$ cat src/rtl/wb_unit_if.sv
// ============================================================================
//  Module      : wb_unit_if
//  Description : Bundle for the writeback stage: execute-side handshake,
//                data-memory response channel, register-file write port and
//                hazard/retire status.
//  Revision    : 1.0  initial release
// ============================================================================
`default_nettype none

interface wb_unit_if #(
    parameter int XLEN    = 32,
    parameter int RADDR_W = 5
);
    // execute -> writeback
    logic               in_valid;
    logic               in_ready;
    logic [RADDR_W-1:0] in_rd;
    logic               in_wen;
    logic [XLEN-1:0]    in_result;
    logic               in_load;
    logic [2:0]         in_funct3;
    // data-memory response
    logic               mem_rvalid;
    logic [XLEN-1:0]    mem_rdata;
    logic               mem_rready;
    // register-file write port
    logic [RADDR_W-1:0] rd;
    logic [XLEN-1:0]    rd_value;
    logic               R_wen;
    // status
    logic               busy;
    logic [RADDR_W-1:0] busy_rd;
    logic [63:0]        instret;

    // Environment side (execute stage, memory, register file)
    modport master (
        output in_valid, in_rd, in_wen, in_result, in_load, in_funct3,
        output mem_rvalid, mem_rdata,
        input  in_ready, mem_rready, rd, rd_value, R_wen, busy, busy_rd, instret
    );

    // Writeback unit side
    modport slave (
        input  in_valid, in_rd, in_wen, in_result, in_load, in_funct3,
        input  mem_rvalid, mem_rdata,
        output in_ready, mem_rready, rd, rd_value, R_wen, busy, busy_rd, instret
    );
endinterface

`default_nettype wire

$ cat src/rtl/wb_unit.sv
// ============================================================================
//  Module      : wb_unit
//  Description : RV32 writeback stage. Registers non-load results, waits for
//                load data, extracts/extends byte/halfword/word and drives
//                the register-file write port one cycle later.
//                Optional macro WB_INSTRET_EN builds the 64-bit retired-
//                instruction counter; otherwise instret is tied to zero.
//  Revision    : 1.0  initial release
// ============================================================================
`default_nettype none

module wb_unit #(
    parameter int XLEN    = 32,
    parameter int RADDR_W = 5
) (
    input  wire         clk,
    input  wire         rst,     // asynchronous, active-low
    wb_unit_if.slave    bus
);

    typedef enum logic [0:0] {
        IDLE     = 1'b0,
        WAIT_MEM = 1'b1
    } state_t;

    state_t             r_state;
    state_t             w_next_state;

    logic [RADDR_W-1:0] r_ld_rd;
    logic               r_ld_wen;
    logic [2:0]         r_ld_funct3;
    logic [1:0]         r_ld_addr_lo;

    logic [RADDR_W-1:0] r_rd;
    logic [XLEN-1:0]    r_rd_value;
    logic               r_wen;

    logic               w_accept;
    logic               w_accept_alu;
    logic               w_accept_load;
    logic               w_load_done;
    logic               w_retire;
    logic [7:0]         w_byte;
    logic [15:0]        w_half;
    logic [XLEN-1:0]    w_ext;

    assign w_accept      = bus.in_valid && (r_state == IDLE);
    assign w_accept_alu  = w_accept && !bus.in_load;
    assign w_accept_load = w_accept &&  bus.in_load;
    assign w_load_done   = (r_state == WAIT_MEM) && bus.mem_rvalid;
    assign w_retire      = w_accept_alu || w_load_done;

    // State register
    always_ff @(posedge clk or negedge rst) begin
        if (!rst) r_state <= IDLE;
        else      r_state <= w_next_state;
    end

    // Next-state and handshake outputs
    always_comb begin
        w_next_state   = r_state;
        bus.in_ready   = 1'b0;
        bus.mem_rready = 1'b0;
        bus.busy       = 1'b0;
        bus.busy_rd    = '0;
        case (r_state)
            IDLE: begin
                bus.in_ready = 1'b1;
                if (w_accept_load) w_next_state = WAIT_MEM;
            end
            WAIT_MEM: begin
                bus.mem_rready = 1'b1;
                bus.busy       = 1'b1;
                bus.busy_rd    = r_ld_rd;
                if (bus.mem_rvalid) w_next_state = IDLE;
            end
            default: w_next_state = IDLE;
        endcase
    end

    // Capture the load's destination and width info while waiting on memory
    always_ff @(posedge clk or negedge rst) begin
        if (!rst) begin
            r_ld_rd      <= '0;
            r_ld_wen     <= 1'b0;
            r_ld_funct3  <= 3'b000;
            r_ld_addr_lo <= 2'b00;
        end else if (w_accept_load) begin
            r_ld_rd      <= bus.in_rd;
            r_ld_wen     <= bus.in_wen;
            r_ld_funct3  <= bus.in_funct3;
            r_ld_addr_lo <= bus.in_result[1:0];
        end
    end

    // Select the addressed byte/halfword and extend to XLEN
    always_comb begin
        w_byte = 8'h00;
        case (r_ld_addr_lo)
            2'd0:    w_byte = bus.mem_rdata[7:0];
            2'd1:    w_byte = bus.mem_rdata[15:8];
            2'd2:    w_byte = bus.mem_rdata[23:16];
            default: w_byte = bus.mem_rdata[31:24];
        endcase
        w_half = r_ld_addr_lo[1] ? bus.mem_rdata[31:16] : bus.mem_rdata[15:0];
        case (r_ld_funct3)
            3'b000:  w_ext = {{(XLEN-8){w_byte[7]}}, w_byte};
            3'b100:  w_ext = {{(XLEN-8){1'b0}}, w_byte};
            3'b001:  w_ext = {{(XLEN-16){w_half[15]}}, w_half};
            3'b101:  w_ext = {{(XLEN-16){1'b0}}, w_half};
            default: w_ext = bus.mem_rdata;   // LW and reserved codes
        endcase
    end

    // Register-file write port; x0 is never written but address/data still move
    always_ff @(posedge clk or negedge rst) begin
        if (!rst) begin
            r_rd       <= '0;
            r_rd_value <= '0;
            r_wen      <= 1'b0;
        end else if (w_accept_alu) begin
            r_rd       <= bus.in_rd;
            r_rd_value <= bus.in_result;
            r_wen      <= bus.in_wen && (bus.in_rd != '0);
        end else if (w_load_done) begin
            r_rd       <= r_ld_rd;
            r_rd_value <= w_ext;
            r_wen      <= r_ld_wen && (r_ld_rd != '0);
        end else begin
            r_wen      <= 1'b0;
        end
    end

    assign bus.rd       = r_rd;
    assign bus.rd_value = r_rd_value;
    assign bus.R_wen    = r_wen;

`ifdef WB_INSTRET_EN
    logic [63:0] r_instret;

    // Retired-instruction counter, wraps naturally at 2^64
    always_ff @(posedge clk or negedge rst) begin
        if (!rst)          r_instret <= 64'd0;
        else if (w_retire) r_instret <= r_instret + 64'd1;
    end

    assign bus.instret = r_instret;
`else
    logic w_unused_retire;
    assign w_unused_retire = w_retire;
    assign bus.instret     = 64'd0;
`endif

endmodule

`default_nettype wire

$ cat src/flat_wrapper.sv
// flat-port wrapper written by rule: the top's interface ports become plain ports
module wb_unit_flat 
#(
    parameter int XLEN    = 32,
    parameter int RADDR_W = 5
)
  (clk, rst, bus_in_valid, bus_in_rd, bus_in_wen, bus_in_result, bus_in_load, bus_in_funct3, bus_mem_rvalid, bus_mem_rdata, bus_in_ready, bus_mem_rready, bus_rd, bus_rd_value, bus_R_wen, bus_busy, bus_busy_rd, bus_instret);
  wb_unit_if #(.XLEN(XLEN), .RADDR_W(RADDR_W)) bus_i ();
  input  wire clk;
  input  wire rst;
  input wire logic [$bits(bus_i.in_valid)-1:0] bus_in_valid;
  input wire logic [$bits(bus_i.in_rd)-1:0] bus_in_rd;
  input wire logic [$bits(bus_i.in_wen)-1:0] bus_in_wen;
  input wire logic [$bits(bus_i.in_result)-1:0] bus_in_result;
  input wire logic [$bits(bus_i.in_load)-1:0] bus_in_load;
  input wire logic [$bits(bus_i.in_funct3)-1:0] bus_in_funct3;
  input wire logic [$bits(bus_i.mem_rvalid)-1:0] bus_mem_rvalid;
  input wire logic [$bits(bus_i.mem_rdata)-1:0] bus_mem_rdata;
  output wire logic [$bits(bus_i.in_ready)-1:0] bus_in_ready;
  output wire logic [$bits(bus_i.mem_rready)-1:0] bus_mem_rready;
  output wire logic [$bits(bus_i.rd)-1:0] bus_rd;
  output wire logic [$bits(bus_i.rd_value)-1:0] bus_rd_value;
  output wire logic [$bits(bus_i.R_wen)-1:0] bus_R_wen;
  output wire logic [$bits(bus_i.busy)-1:0] bus_busy;
  output wire logic [$bits(bus_i.busy_rd)-1:0] bus_busy_rd;
  output wire logic [$bits(bus_i.instret)-1:0] bus_instret;
  assign bus_i.in_valid = bus_in_valid;
  assign bus_i.in_rd = bus_in_rd;
  assign bus_i.in_wen = bus_in_wen;
  assign bus_i.in_result = bus_in_result;
  assign bus_i.in_load = bus_in_load;
  assign bus_i.in_funct3 = bus_in_funct3;
  assign bus_i.mem_rvalid = bus_mem_rvalid;
  assign bus_i.mem_rdata = bus_mem_rdata;
  assign bus_in_ready = bus_i.in_ready;
  assign bus_mem_rready = bus_i.mem_rready;
  assign bus_rd = bus_i.rd;
  assign bus_rd_value = bus_i.rd_value;
  assign bus_R_wen = bus_i.R_wen;
  assign bus_busy = bus_i.busy;
  assign bus_busy_rd = bus_i.busy_rd;
  assign bus_instret = bus_i.instret;
  wb_unit #(.XLEN(XLEN), .RADDR_W(RADDR_W)) u_core (.clk(clk), .rst(rst), .bus(bus_i));
endmodule
$ cat config.mk
export PLATFORM = sky130hd
export DESIGN_NAME = wb_unit_flat
export DESIGN_NICKNAME = d
export VERILOG_FILES = /design/src/rtl/wb_unit_if.sv /design/src/rtl/wb_unit.sv /design/src/flat_wrapper.sv
export SDC_FILE = /design/constraint.sdc
export NUM_CORES = 1
export LEC_CHECK = 0
export BUFFER_PORTS_ARGS = -buffer_cell sky130_fd_sc_hd__buf_2
export CAP_MARGIN = 40
export CORE_ASPECT_RATIO = 0.8
export CORE_UTILIZATION = 35
export DETAILED_ROUTE_END_ITERATION = 8
export PLACE_DENSITY = 0.68
export SKIP_CTS_REPAIR_TIMING = 1
export SYNTH_ARGS = -nofsm -noshare
export SYNTH_HDL_FRONTEND = slang
export SYNTH_SLANG_ARGS = --single-unit
$ cat constraint.sdc
create_clock -name clk -period 1.7 [get_ports clk]
set_input_delay 0.34 -clock clk [delete_from_list [all_inputs] [get_ports clk]]
set_output_delay 0.34 -clock clk [all_outputs]
set_load 0.005 [all_outputs]
==> run_results.csv <==
group,metric,value,unit
outcome,outcome,"finished with violations",
outcome,violations,"design-rule violations, negative hold slack, negative setup slack",
timing,fin_skew,7.477,ps
route,routed_wl,9896,um
logic_synthesis,postSynthAreaPerCell,8.942,um^2
route,vias,3072,
pwr,switching_share,34.62,%
pwr,leakage,2.113,nW
logic_synthesis,synth_edf_count,0,
setup_path,crit_type,"reg2reg",
timing,hold_ws,-3.769,ps
pwr,pwr-share-comb,38.8,%
hold_path,min_path_type,"in2async",
setup_path,r2r_end,"u_core.bus.rd_value[11]",
placed_design,gp_congestion,0.8692,
setup_path,cp_max_fo,6,
placed_design,pre_cts_slack,-131.1,ps
logic_synthesis,synth_area,3344,um^2
logic_synthesis,yosysUniqueCellTypes,39,
route,wl_per_cell,15.99,um
final_layout,layout.cells.most_common,"buf_2",
global_route,antenna_found_initial,0,
setup_path,cp_cell_sequence,"mux4_2 -> and3b_2 -> buf_6 -> a21oi_2 -> o221ai_2",
timing,final-hold-violation-count,6,
route,antenna_left,0,
logic_synthesis,muxShareOfSynthArea,7.782,%
final_layout,stdcell_count,619,
setup_path,rrSetupSlack,-30,ps
pwr,power.density,1053,nW/um^2
setup_path,cp-start-kind,"flip-flop",
global_route,grt_pass1_wl,15100,um
clock_network,clk_latency,290,ps
final_layout,layout.nets,581,
route,first_pass_iters,6,
setup_path,rr_worst_depth,5,
clock_network,cts_made_buffers,5,
final_layout,syn2layout_area_growth,27.24,%
logic_synthesis,synth_adder_area_share,0,%
global_route,grt_pass1_vias,2825,
logic_synthesis,synth_cells,374,
clock_network,clk_pin_slew,70,ps
pwr,clock_power_share,22.6,%
final_layout,drive_gt1_share,37.30,%
logic_synthesis,synth-simple-area-share,15.49,%
final_layout,finish.instance_area,4255,um^2
logic_synthesis,ys_ff_latch,50,
timing,rsz0062_at_grt,"true",
logic_synthesis,ys_warn_count,0,
final_layout,fillCellCount,924,
die,initial_core_util,36.54,%
timing,setup_ws,-30.43,ps
timing,tightest_slew,510.2,ps
timing,drv_slew,0,
logic_synthesis,yosysSeqAreaShare,37.41,%
placed_design,io_buffers,123,
setup_path,cp_data_required_time,1860,ps
placed_design,dpl_cell_area,3991,um^2
die,die_h,89.43,um
global_route,grt.overflow.total,0,
die,die_area,9953,um^2
logic_synthesis,synth_compound_area_share,20.91,%
die,rows,31,
clock_network,clock_path_buffers,2,
route,first_iter_violations,190,
clock_network,clock_sinks,50,
clock_network,cts_root_buf,"clkbuf_16",
logic_synthesis,synth-xor-area-share,0,%
setup_path,cp-end-kind,"flip-flop",
setup_path,slowest_delay,510,ps
clock_network,cts_tree,"yes",
global_route,grt_usage,19.69,%
route,drcViolationCount,26,
setup_path,cp.arrival,1890,ps
route,via_per_inst,4.963,
logic_synthesis,synth_flop_cell,"dfrtp_1",
final_layout,layout_common_cells,"buf_2 (123), conb_1 (64), dfrtp_1 (49)",
pwr,pwr-share-seq,38.6,%
setup_path,reg2reg_from,"u_core.r_ld_addr_lo[1]",
placed_design,place_inst,611,
setup_path,cpMaxStageDelayCell,"mux4_2",
final_layout,n_antenna_cell,0,
die,chipWidth,111.3,um
timing,min_period,1730,ps
timing,fmax,577.9,MHz
placed_design,dp_hpwl,7340,um
logic_synthesis,synth_top_family_by_area,"compound AO/OA/AOI/OAI gates",
logic_synthesis,ys_async_sr_fraction,100.0,%
die,ioPinCount,188,
global_route,grt_max_degree,42,
die,core,9154,um^2
pwr,p_sw,1.551,mW
timing,slew_headroom,65.99,%
pwr,ir_drop,472.5,uV
timing,setup_viol,11,
clock_network,cts_max_level,2,
pwr,p_int,2.928,mW
timing,period_share,101.8,%
flow_run,cap_violations,0,
[final cells by class]
type	instances	area (um^2)	area share, %
multi-input combinational	294	1821	42.78
sequential	50	1252	29.43
timing repair buffer	149	879.6	20.67
tap	115	143.9	3.381
clock buffer	7	142.6	3.352
inverter	3	11.26	0.2646
clock inverter	1	5.005	0.1176
[critical path, delay by kind of cell, from the launching register on]
kind / cells / cell delay (ps)
buf+inv: 1 / 160
mux: 1 / 510
simple gates: 1 / 330
flops: 1 / 380
compound gates: 2 / 210
[sequential cells by signal, summed over array words and instances (netlist names)]
register,count
u_core.bus.rd_value,32
u_core.bus.rd,5
u_core.r_state,1
u_core.bus.R_wen,1
u_core.r_ld_addr_lo,2
u_core.r_ld_wen,1
u_core.r_ld_funct3,3
u_core.r_ld_rd,5
[per-layer routing]
| layer | track usage [%] | part of all wire [%] | vias to the layer above |
|---|---|---|---|
| li1 | - | - | 1465 |
| met1 | 25.06 | 42 | 1452 |
| met2 | 32.95 | 47 | 148 |
| met3 | 6.441 | 10 | 7 |
| met4 | 4.423 | 0.68 | 0 |
| met5 | 0 | 0 | - |
[cells in the mapped netlist (all sizes together), types with 6 or more instances]
cell | number | share of area, %
nand2 | 41 | 4.6
mux2i | 8 | 2.4
nor2 | 7 | 0.79
a32oi | 12 | 3.1
clkbuf | 12 | 1.3
or3 | 17 | 3.2
mux2 | 14 | 4.7
a21oi | 32 | 4.8
o21ai | 35 | 5.2
buf | 78 | 17
and2 | 6 | 1.1
a22oi | 8 | 1.8
dfrtp | 50 | 37
and3 | 9 | 1.7
nor2b | 6 | 1.1
[stage by stage]
step | util [%] | TNS, ps | power (mW)
finish | 46.49 | -119.0 | 4.479
global placement | 43.52 | -842.2 | 3.323
global route | 46.49 | -1292 | 4.790
CTS | 45.22 | -1366 | 4.410
floorplan | - | 0 | 2.711
detailed placement | 43.60 | -1854 | 3.379
[power by group through the flow]
| stage | registers [mW] | logic, mW | clock network (mW) |
|---|---|---|---|
| 2_1_floorplan | 1.74 | 0.976 | 0 |
| 3_3_place_gp | 1.74 | 1.59 | 0 |
| 3_5_place_dp | 1.74 | 1.64 | 0 |
| 4_1_cts | 1.72 | 1.64 | 1.05 |
| 5_1_grt | 1.77 | 1.93 | 1.09 |
| 6_report | 1.73 | 1.74 | 1.01 |
[worst max-delay path by stage]
stage	startpoint	end	depth (start not counted)
floorplan	u_core.r_ld_addr_lo[1]	u_core.bus.rd_value[10]	5
global placement	bus_mem_rdata[31]	u_core.bus.rd_value[9]	6
detailed placement	bus_mem_rdata[31]	u_core.bus.rd_value[8]	6
CTS	u_core.r_ld_addr_lo[1]	u_core.bus.rd_value[25]	6
global route	u_core.r_ld_addr_lo[1]	u_core.bus.rd_value[11]	5
finish	u_core.r_ld_addr_lo[1]	u_core.bus.rd_value[11]	5
[cell families after synthesis]
logic type / after synthesis
other cells: 1
buf+inv: 93
mux: 23
compound gates: 108
flops: 50
simple gates: 99
Power figures use the tool's default switching activity.
